**src/rtl/mips_pkg.sv**
```systemverilog
// Shared MIPS pipeline definitions: widths, ALU op codes, the decoded
// control-bit bundle and the ID/EX stage state encoding.
package mips_pkg;

  localparam int DATA_W  = 32;
  localparam int REG_AW  = 5;
  localparam int ALUOP_W = 4;
  localparam int CNT_W   = 16;

  // ALU operation codes carried through ex_aluop
  localparam logic [ALUOP_W-1:0] ALU_ADD = 4'h0;
  localparam logic [ALUOP_W-1:0] ALU_SUB = 4'h1;
  localparam logic [ALUOP_W-1:0] ALU_AND = 4'h2;
  localparam logic [ALUOP_W-1:0] ALU_OR  = 4'h3;
  localparam logic [ALUOP_W-1:0] ALU_XOR = 4'h4;
  localparam logic [ALUOP_W-1:0] ALU_SLT = 4'h5;
  localparam logic [ALUOP_W-1:0] ALU_SLL = 4'h6;
  localparam logic [ALUOP_W-1:0] ALU_SRL = 4'h7;

  // Decoded control bits that travel with the instruction into EX
  typedef struct packed {
    logic regwrite;
    logic memread;
    logic memwrite;
    logic memtoreg;
    logic alusrc;
  } ctrl_t;

  localparam ctrl_t CTRL_NONE = '0;

  // EX register occupancy; BUBBLE is an empty slot created by a load-use hazard
  typedef enum logic [1:0] {
    ST_EMPTY  = 2'd0,
    ST_FULL   = 2'd1,
    ST_BUBBLE = 2'd2
  } ex_state_e;

endpackage

```
**src/rtl/id_ex_hazard.sv**
```systemverilog
// Load-use hazard detector: the instruction in EX is a load whose destination
// is read by the instruction decode is presenting. Register 0 never hazards.
module id_ex_hazard #(
  parameter int REG_AW = mips_pkg::REG_AW
) (
  input  logic              ex_valid,
  input  logic              ex_memread,
  input  logic [REG_AW-1:0] ex_dst,
  input  logic [REG_AW-1:0] id_rs,
  input  logic [REG_AW-1:0] id_rt,
  input  logic              id_valid,
  output logic              lu_stall
);
  import mips_pkg::*;

  logic [REG_AW-1:0] src [2];
  logic [1:0]        src_hit;

  assign src[0] = id_rs;
  assign src[1] = id_rt;

  // One comparator per source operand of the decode instruction
  for (genvar gi = 0; gi < 2; gi++) begin : g_src_cmp
    assign src_hit[gi] = (src[gi] == ex_dst);
  end

  assign lu_stall = ex_valid && ex_memread && (ex_dst != '0) && (|src_hit) && id_valid;

endmodule

```
**src/rtl/id_ex_stage.sv**
```systemverilog
// ID/EX pipeline register with valid/ready handshake, one-bubble load-use
// interlock, branch flush and a saturating bubble counter.
module id_ex_stage #(
  parameter int DATA_W  = mips_pkg::DATA_W,
  parameter int REG_AW  = mips_pkg::REG_AW,
  parameter int ALUOP_W = mips_pkg::ALUOP_W,
  parameter int CNT_W   = mips_pkg::CNT_W
) (
  input  logic               clk,
  input  logic               rst_n,
  input  logic               id_valid,
  output logic               id_ready,
  input  logic [DATA_W-1:0]  id_data1,
  input  logic [DATA_W-1:0]  id_data2,
  input  logic [DATA_W-1:0]  id_imm,
  input  logic [REG_AW-1:0]  id_rs,
  input  logic [REG_AW-1:0]  id_rt,
  input  logic [REG_AW-1:0]  id_rd,
  input  logic               id_regwrite,
  input  logic               id_memread,
  input  logic               id_memwrite,
  input  logic               id_memtoreg,
  input  logic               id_alusrc,
  input  logic               id_regdst,
  input  logic [ALUOP_W-1:0] id_aluop,
  input  logic               flush,
  input  logic               ex_ready,
  output logic               ex_valid,
  output logic [DATA_W-1:0]  ex_data1,
  output logic [DATA_W-1:0]  ex_data2,
  output logic [DATA_W-1:0]  ex_imm,
  output logic [REG_AW-1:0]  ex_rs,
  output logic [REG_AW-1:0]  ex_rt,
  output logic [REG_AW-1:0]  ex_dst,
  output logic               ex_regwrite,
  output logic               ex_memread,
  output logic               ex_memwrite,
  output logic               ex_memtoreg,
  output logic               ex_alusrc,
  output logic [ALUOP_W-1:0] ex_aluop,
  output logic               lu_stall,
  output logic [CNT_W-1:0]   bubble_cnt
);
  import mips_pkg::*;

  ex_state_e          state_reg;
  ctrl_t              ctrl_reg;
  ctrl_t              ctrl_next;
  logic [DATA_W-1:0]  data1_reg;
  logic [DATA_W-1:0]  data2_reg;
  logic [DATA_W-1:0]  imm_reg;
  logic [REG_AW-1:0]  rs_reg;
  logic [REG_AW-1:0]  rt_reg;
  logic [REG_AW-1:0]  dst_reg;
  logic [REG_AW-1:0]  dst_next;
  logic [ALUOP_W-1:0] aluop_reg;
  logic [CNT_W-1:0]   cnt_reg;
  logic               advance;
  logic               clear_slot;

  assign ctrl_next = '{regwrite: id_regwrite, memread: id_memread, memwrite: id_memwrite,
                       memtoreg: id_memtoreg, alusrc: id_alusrc};
  assign dst_next  = id_regdst ? id_rd : id_rt;

  assign ex_valid = (state_reg == ST_FULL);
  // EX slot can take a new entry when empty or when EX consumes it now
  assign advance  = !ex_valid || ex_ready;
  assign id_ready = advance && !lu_stall && !flush;

  id_ex_hazard #(.REG_AW(REG_AW)) u_hazard (
    .ex_valid   (ex_valid),
    .ex_memread (ctrl_reg.memread),
    .ex_dst     (dst_reg),
    .id_rs      (id_rs),
    .id_rt      (id_rt),
    .id_valid   (id_valid),
    .lu_stall   (lu_stall)
  );

  // Slot becomes empty on flush, on a hazard bubble, or when nothing is offered
  assign clear_slot = flush || (advance && (lu_stall || !id_valid));

  // EX register: flush > load-use bubble > accept > drain > hold
  always_ff @(posedge clk or negedge rst_n) begin
    if (!rst_n) begin
      state_reg <= ST_EMPTY;
      ctrl_reg  <= CTRL_NONE;
      data1_reg <= '0;
      data2_reg <= '0;
      imm_reg   <= '0;
      rs_reg    <= '0;
      rt_reg    <= '0;
      dst_reg   <= '0;
      aluop_reg <= '0;
    end else if (clear_slot) begin
      state_reg <= (!flush && lu_stall) ? ST_BUBBLE : ST_EMPTY;
      ctrl_reg  <= CTRL_NONE;
      data1_reg <= '0;
      data2_reg <= '0;
      imm_reg   <= '0;
      rs_reg    <= '0;
      rt_reg    <= '0;
      dst_reg   <= '0;
      aluop_reg <= '0;
    end else if (advance) begin
      state_reg <= ST_FULL;
      ctrl_reg  <= ctrl_next;
      data1_reg <= id_data1;
      data2_reg <= id_data2;
      imm_reg   <= id_imm;
      rs_reg    <= id_rs;
      rt_reg    <= id_rt;
      dst_reg   <= dst_next;
      aluop_reg <= id_aluop;
    end
  end

  // Saturating count of inserted load-use bubbles; a flush cancels the bubble
  always_ff @(posedge clk or negedge rst_n) begin
    if (!rst_n) begin
      cnt_reg <= '0;
    end else if (!flush && advance && lu_stall && (cnt_reg != {CNT_W{1'b1}})) begin
      cnt_reg <= cnt_reg + CNT_W'(1);
    end
  end

  assign ex_data1    = data1_reg;
  assign ex_data2    = data2_reg;
  assign ex_imm      = imm_reg;
  assign ex_rs       = rs_reg;
  assign ex_rt       = rt_reg;
  assign ex_dst      = dst_reg;
  assign ex_regwrite = ctrl_reg.regwrite;
  assign ex_memread  = ctrl_reg.memread;
  assign ex_memwrite = ctrl_reg.memwrite;
  assign ex_memtoreg = ctrl_reg.memtoreg;
  assign ex_alusrc   = ctrl_reg.alusrc;
  assign ex_aluop    = aluop_reg;
  assign bubble_cnt  = cnt_reg;

endmodule

```
**config.mk**
```make
export PLATFORM = sky130hd
export DESIGN_NAME = id_ex_stage
export DESIGN_NICKNAME = d
export VERILOG_FILES = /design/src/rtl/mips_pkg.sv /design/src/rtl/id_ex_hazard.sv /design/src/rtl/id_ex_stage.sv
export SDC_FILE = /design/constraint.sdc
export NUM_CORES = 1
export LEC_CHECK = 0
export CAP_MARGIN = 20
export CORE_MARGIN = 10
export CORE_UTILIZATION = 44
export DETAILED_ROUTE_END_ITERATION = 6
export MAX_ROUTING_LAYER = met4
export PLACE_DENSITY = 0.94
export SETUP_SLACK_MARGIN = 0.05
export SYNTH_ARGS = -nofsm -noshare
export SYNTH_HDL_FRONTEND = slang
export SYNTH_HIERARCHICAL = 1
export SYNTH_SLANG_ARGS = --single-unit
```
**constraint.sdc**
```tcl
create_clock -name clk -period 3.3 [get_ports clk]
set_input_delay 0.33 -clock clk [delete_from_list [all_inputs] [get_ports clk]]
set_output_delay 0.33 -clock clk [all_outputs]
set_load 0.02 [all_outputs]
```
==> results of run 1 <==
[per-layer routing]
metal	track usage, %	vias up	part of all wire, %
li1	-	1943	-
met1	23.8	2218	39
met2	35.2	221	49
met3	8.06	29	10
met4	7.13	0	1.7
met5	-	-	0
[synthesized netlist by cell type, types with 2 or more instances]
library cell	number
sky130_fd_sc_hd__buf_6	2
sky130_fd_sc_hd__mux2_2	5
sky130_fd_sc_hd__clkbuf_1	2
sky130_fd_sc_hd__nor4_2	4
sky130_fd_sc_hd__a21oi_1	2
sky130_fd_sc_hd__xnor2_1	4
sky130_fd_sc_hd__nand4_2	2
sky130_fd_sc_hd__dfrtp_1	138
sky130_fd_sc_hd__nor4b_1	2
sky130_fd_sc_hd__nor2b_1	3
sky130_fd_sc_hd__nand4_1	4
sky130_fd_sc_hd__nor3_2	3
sky130_fd_sc_hd__nand2_1	3
sky130_fd_sc_hd__buf_2	5
sky130_fd_sc_hd__buf_4	19
sky130_fd_sc_hd__nand3_1	6
sky130_fd_sc_hd__a22o_1	120
sky130_fd_sc_hd__nor3_1	6
sky130_fd_sc_hd__and4_1	2
sky130_fd_sc_hd__nor2_1	3
sky130_fd_sc_hd__xor2_1	20
[cell usage in the layout (no fill, tap or decap), types with 2 or more instances in the layout]
master / Yosys / routed
sky130_fd_sc_hd__xnor2_1: 4 / 4
sky130_fd_sc_hd__buf_12: 0 / 2
sky130_fd_sc_hd__nand4_1: 4 / 4
sky130_fd_sc_hd__nor2_1: 3 / 2
sky130_fd_sc_hd__nor3_1: 6 / 5
sky130_fd_sc_hd__nor2b_1: 3 / 3
sky130_fd_sc_hd__nand2_1: 3 / 3
sky130_fd_sc_hd__clkbuf_16: 0 / 17
sky130_fd_sc_hd__buf_4: 19 / 5
sky130_fd_sc_hd__mux2_2: 5 / 5
sky130_fd_sc_hd__nor4_2: 4 / 4
sky130_fd_sc_hd__dfrtp_1: 138 / 138
sky130_fd_sc_hd__clkinvlp_4: 0 / 2
sky130_fd_sc_hd__and4_1: 2 / 2
sky130_fd_sc_hd__a21oi_1: 2 / 2
sky130_fd_sc_hd__clkdlybuf4s50_1: 0 / 263
sky130_fd_sc_hd__clkinv_2: 0 / 4
sky130_fd_sc_hd__a22o_1: 120 / 120
sky130_fd_sc_hd__nor3_2: 3 / 4
sky130_fd_sc_hd__nand3_1: 6 / 6
sky130_fd_sc_hd__nand4_2: 2 / 2
sky130_fd_sc_hd__bufinv_16: 0 / 4
sky130_fd_sc_hd__nor4b_1: 2 / 2
sky130_fd_sc_hd__xor2_1: 20 / 20
[kinds of logic after synthesis]
logic type | Yosys count | synth area share [%]
and+or+nand+nor | 48 | 6.73
adders and majority gates | 1 | 0.232
DFF | 138 | 64.0
buffers and inverters | 29 | 3.74
xor gates and xnor gates | 24 | 3.90
muxes | 7 | 1.53
AOI/OAI and AO/OA | 123 | 19.8
[worst paths after layout]
check                                      end  cells past startpoint         start  slack [ps]
worst max-delay path                  id_ready                      5     ex_dst[2]         350
worst min-delay path              ex_data2[11]                      1  ex_data2[11]         500
worst max register to register  bubble_cnt[12]                      8     ex_dst[0]         710
min in group asynchronous         ex_data1[21]                      2         rst_n         530
worst min register to register    ex_data2[11]                      1  ex_data2[11]         500
max in group asynchronous             ex_rt[3]                      3         rst_n        1960
[final cells by class]
cell class | instances | area share [%]
clock inverter | 12 | 1.98
tap | 147 | 2.10
clock buffer | 19 | 5.07
multi-input combinational | 203 | 20.0
timing repair buffer | 272 | 31.3
sequential | 138 | 39.5
inverter | 1 | 0.0430
[critical path, stage by stage, from the launching register on]
cell and delay [ps]:
sky130_fd_sc_hd__dfrtp_1 430, sky130_fd_sc_hd__or4_1 580, sky130_fd_sc_hd__o2111ai_1 210, sky130_fd_sc_hd__a21oi_1 120, sky130_fd_sc_hd__nor3_1 210, sky130_fd_sc_hd__clkdlybuf4s50_1 660
[power breakdown]
group / switching [mW] / leakage (nW) / total (mW) / internal (mW)
sequential: 0.0441 / 1.87 / 1.80 / 1.76
clock: 0.703 / 0.299 / 1.98 / 1.28
combinational: 0.257 / 1.79 / 0.564 / 0.307
[what timing repair did]
action                                 4_1_cts  5_1_grt
endpoints found under the hold margin       28        0
resized for setup                            0        0
hold buffers                                 1        0
setup buffers                                0        0
==> results.txt, run 1 <==
The number of antenna violations at the first check in global routing came out at 0. The number of failing hold endpoints at the final stage came to 0. The sum of negative setup slack is 0 ps. The die is 131 um tall. The count of boundary I/O pins came out at 265. The data arrival time of the worst path came out at roughly 2600 ps.

The highest attainable clock frequency is 0.339 GHz. The per-cell routed wire length came out at ~23 um. The pin count of the biggest net entering global routing came out at 84. The required time at the worst-slack endpoint is 2970 ps. The clock insertion delay at the later pin of the skew report came out at 410 ps. The number of register bits inferred by synthesis is 138. The floorplan has 40 rows.

Clock tree synthesis selected as its root buffer the cell sky130_fd_sc_hd__clkbuf_16. The final instance count without filler cells came out at between 700 and 800. The share of synthesized flip-flops with an asynchronous set or reset is 100%. The number of distinct library cells after synthesis is 36. The total iterations of the first detailed-routing run came out at 5. Synthesis produced 370 cells. The flow ran to the end, and the final reports show no timing, DRC or antenna violations. The power density over cell area is 498 mW/mm^2. The number of nets in the layout is 760. The number of warnings issued by yosys is 6. The final standard cell utilization of the core is 72.8%. The area of the die is 0.0171 mm^2. The CTS tree is done. The count of H-tree levels built during CTS came out at 4.

The register area came out at 0.00345 mm^2. The number of buffers created by CTS came out at 17. In the post-synthesis netlist, the biggest area contributors are sky130_fd_sc_hd__dfrtp_1, sky130_fd_sc_hd__a22o_1, sky130_fd_sc_hd__xor2_1.

The die boundary width came out at 131 um. After routing the design area is about 0.0087 mm^2. The actual slew at the worst max-slew pin came out at 964 ps.

The aggregate routed wire length came out at 18,200 um. The worst setup path is captured at a primary output. The clock sink count came out at between 100 and 150.

The largest voltage drop on the vdd net came out at 0.000312 V. The post-CTS clock slew at the launch and capture registers of the worst setup and hold paths is approximately 60 ps. Setup violations remaining at the end of the flow were counted as 0.

In this run, the number of DRC markers left after iteration 0 of detailed routing was about 250. The core box area is 0.0120 mm^2. Setup repair after global routing left no endpoint under its margin.

Total power for the finished layout comes to around 4.3 mW. The effective utilization at floorplan is 44.9%. The combined area of the multi-input logic cells is 0.00175 mm^2.

The wire length of the first global-routing pass came out at between 20,000 and 30,000 um. During placement, the flow inserted port buffers numbering 264. The max-slew headroom at the worst pin came out at 35.3%.

The post-place instance area came out at 0.00811 mm^2. The number of global-route vias before repair came to 4,837. The post-route DRC violation count came out at 0. The primary flip-flop cell chosen by synthesis mapping is sky130_fd_sc_hd__dfrtp_1. For this block, the via count after detailed routing is 4,411. The kind of start point of the critical path is a register. The average vias per placed instance is 5.57. The final critical delay including setup and external delays is 2950 ps. The maximum fanout along the worst path is 5. The final max-slew violation count is 0.

The number of flops mapped to enable cells by yosys came out at 0. Summing every instance area after synthesis gives 0.00539 mm^2. The max-cap check violation count came out at 0. The clock tree skew after final layout is 5.80 ps. The critical path in this run is classified as reg -> out. The area growth from synthesis to layout came out at 62.0%. The path class of the lowest-slack min-delay path is reg -> reg.

The net count of the mapped netlist is 497. Sequential elements use 64.0% of the synthesized area. The estimated wirelength of the detail-placed design is ~14,000 um. Of all cell types, the one taking the most synthesized area is sky130_fd_sc_hd__dfrtp_1. 0 antenna diodes ended up in the layout.

The number of cells after detailed placement came out at 760. The worst hold margin came out at between 500 and 600 ps. The mean post-synth cell area came out at 14.6 um^2. The number of fillers in the final layout came out at just under 800. The area share of the largest cell type after synthesis came out at 64.0%. At the placement stage, the worst setup path has a slack of 391 ps. In this run the remaining antenna-violating nets after routing total 0. The final clock period utilization by the worst path came out at 89.5%. Counting along the longest clock path gives a buffer depth of 2.

The setup slack after layout came out at approximately 350 ps. Summed over all cells, the static leakage comes to 3.96 nW. The fraction of final layout cells sized beyond drive strength 1 came out at 9.30%.

The aggregate global-route resource usage came out at a little over a fifth. The total congestion overflow after global routing is 0. The final weighted congestion of routability-driven global placement is 0.823.
(Power assumes the default switching activity.)
==> run 2, diff against run 1 <==
--- a/config.mk
+++ b/config.mk
@@ -9,6 +9,8 @@
 export CORE_MARGIN = 10
 export CORE_UTILIZATION = 44
 export DETAILED_ROUTE_END_ITERATION = 6
+export GPL_TIMING_DRIVEN = 0
+export HOLD_SLACK_MARGIN = 0.02
 export MAX_ROUTING_LAYER = met4
 export PLACE_DENSITY = 0.94
 export SETUP_SLACK_MARGIN = 0.05
==> run 2 against run 1 <==
Effect of this change: critical path depth is the same; power grew 2.5%; register-to-register slack lost 140 ps; final cell count grew 2.9%; non-clock buffer count grew 22; via count grew 0.68%; global-route usage grew 0.44 points; routed wire length grew 2.9%; die area is the same; setup slack gained 23 ps.
==> results.txt, run 2 (synthesis gave the netlist of run 1 again) <==
The flow ran to the end, and the final reports show no timing, DRC or antenna violations. The total iterations of the first detailed-routing run is 5. The area growth from synthesis to layout is 65.2%. The clock sink count is ~140. The global routing usage on met3 came out at under 10%.

The number of buffers and inverters on the critical path came out at 1. The via count is 4,441. The depth of the most critical reg-to-reg path came out at 8. Clock tree synthesis selected as its root buffer the cell sky130_fd_sc_hd__clkbuf_16.

The biggest cell delay along the critical path came out at 650 ps. The library cell used most frequently in the layout, excluding fill and tap cells, is sky130_fd_sc_hd__clkdlybuf4s50_1. The count of H-tree levels built during CTS came out at 4. The class of the most critical setup path is reg -> out.

The die boundary width came out at 131 um. The critical path depth is 5. In this run the worst hold path is classified as in -> async. The clock insertion delay at the later pin of the skew report came out at 410 ps. The congestion estimate from routability-driven global placement came to between 0.8 and 0.9. VDD sags by at most 0.000271 V. The endpoint of the worst setup timing path is id_ready. The worst-case register-to-register setup slack came out at 570 ps. The final clock period utilization by the worst path is 88.8%. Wires add up to 18,800 um. The effective utilization at floorplan is ~45%. The estimated wirelength of the detail-placed design came out at ~14,000 um. The kind of start point of the critical path is a register.

The number of clock buffers added by TritonCTS is 17. The met2 global-route usage came out at 36.9%. The max-slew headroom at the worst pin came out at slightly below 60%. The core box area came out at 0.0120 mm^2. The number of nets in the layout came out at 782. The fraction of final layout cells sized beyond drive strength 1 came out at 11.8%. The number of design-rule violations left by the first detailed-router iteration is 239. Setup repair after global routing left no endpoint under its margin. The number of failing hold endpoints at the final stage came out at 0. The top cell types in the final layout, fill and taps aside, are sky130_fd_sc_hd__clkdlybuf4s50_1, sky130_fd_sc_hd__dfrtp_1, sky130_fd_sc_hd__a22o_1, sky130_fd_sc_hd__xor2_1, sky130_fd_sc_hd__buf_4. In the final routed layout, each cell accounts on average for approximately 23 um. The critical path goes through or4_1 -> o2111ai_1 -> a21oi_1 -> nor3_1 -> clkdlybuf4s50_1. The timing startpoint of the critical path is ex_dst[2]. For the worst setup path, the data arrival time is 2600 ps. Of all nets on the critical path, the largest fanout is 5. The wire length of the first global-routing pass is 27,700 um. The worst register-to-register path begins at ex_dst[2]. Max-cap violations in this run came to 0.

Power spread over the standard cell area amounts to 500 mW/mm^2. The final critical delay including setup and external delays came out at 2930 ps. On the critical path the largest part of the delay comes from simple AND/OR/NAND/NOR gates.

The aggregate global-route resource usage is 21.9%. Pin placement for this block handled 265 I/O pins. The average vias per placed instance came out at 5.45.

After global routing, the most crowded layer is met2. Summed over all cells, the static leakage comes to 4.07 nW. Global routing consumed, on the met1 layer, between 20% and 30% of the routing resources. The area of the die is 0.0171 mm^2.

The number of fillers in the final layout is 771. Measured along the y axis, the die boundary spans 131 um. The post-CTS clock slew at the launch and capture registers of the worst setup and hold paths came out at around 60 ps. The final standard cell utilization of the core came out at 74.2%. The final setup violation count is 0. In this run the deepest clock path goes through 2 buffers.

The pin count of the biggest net entering global routing is 71. The number of global-route vias before repair is 4,691. The worst register-to-register path ends at ex_imm[13].

The floorplan row count came out at 40. Derived from the worst setup path, the maximum achievable clock frequency is 0.341 GHz. TritonCTS built the clock tree. The post-route DRC violation count came out at 0. The number of antenna repair diodes came out at 0. The total congestion overflow after global routing came out at 0. The critical path endpoint category is a primary output. The required time at the worst-slack endpoint is 2970 ps. Among all stages on the critical path, the largest delay is contributed by sky130_fd_sc_hd__clkdlybuf4s50_1. Clock skew on the completed layout was measured at 7.98 ps. The final max-slew violation count came out at 0. The design draws around 4.5 mW. The number of antenna violations at the first check in global routing was 0. Post-CTS timing repair inserted 0 buffers for setup. The number of port buffers came out at 264. The actual slew at the worst max-slew pin is 629 ps. The number of nets with antenna violations after routing came out at 0.
[run 2: cell types whose count changed in the layout (fill, tap and decap cells not counted), sizes merged]
cell	delta
bufinv	+1
buf	+20
clkinv	-2
inv	-1
clkbuf	+3
clkinvlp	+2
[run 2: how the worst min path moves through the flow]
| stage | cells after the start | end | slack (ps) | start |
|---|---|---|---|---|
| 5_1_grt | 2 | ex_data1[20] | 510 | id_data1[20] |
| 2_1_floorplan | 0 | bubble_cnt[0] | 30 | rst_n |
| 4_1_cts | 2 | ex_data2[21] | 500 | id_data2[21] |
| 3_5_place_dp | 1 | ex_imm[0] | 370 | rst_n |
| 6_report | 2 | ex_imm[24] | 490 | rst_n |
| 3_3_place_gp | 1 | ex_data1[9] | 490 | ex_data1[9] |
[run 2: metrics by stage]
step	setup TNS (ps)	hold WS, ps	cell area [um^2]	setup WS, ps	cells
after global placement	-454130	486	8220	-3300	781
after floorplan	0	34.4	5390	888	370
after detailed placement	0	373	8250	427	782
final	0	487	8910	369	815
after global routing	0	511	8910	245	815
after CTS	0	499	8910	325	815
[run 2: what timing repair did]
action                                 CTS  global route
hold buffers                             1             0
resized for setup                        0             0
endpoints found under the hold margin   68             0
[run 2: area by class of cell]
class	count	area, um^2	share of cell area, %
buffer	28	198	2.22
clock buffer	20	457	5.13
tap	147	184	2.06
sequential	138	3450	38.8
multi-input combinational	203	1740	19.5
timing repair buffer	266	2680	30.1
inverter	1	3.75	0.0421
clock inverter	12	195	2.19
[run 2: where the power goes]
group	internal [mW]	leakage, nW	switching (mW)	total (mW)
sequential	1.76	1.87	0.0442	1.80
clock	1.38	0.308	0.699	2.08
combinational	0.317	1.90	0.260	0.577
total	3.45	4.07	1.00	4.46
[run 2: per-layer routing]
layer / wire (um) / share of wire, %
met5: 0 / 0
met4: 171 / 0.91
met3: 1830 / 9.7
met2: 9650 / 51
met1: 7110 / 38
==> run 3, diff against run 2 <==
--- a/config.mk
+++ b/config.mk
@@ -18,3 +18,4 @@
 export SYNTH_HDL_FRONTEND = slang
 export SYNTH_HIERARCHICAL = 1
 export SYNTH_SLANG_ARGS = --single-unit
+export TNS_END_PERCENT = 100
==> results of run 3 <==
The final DEF is identical to that of run 2; final timing and power are the same.
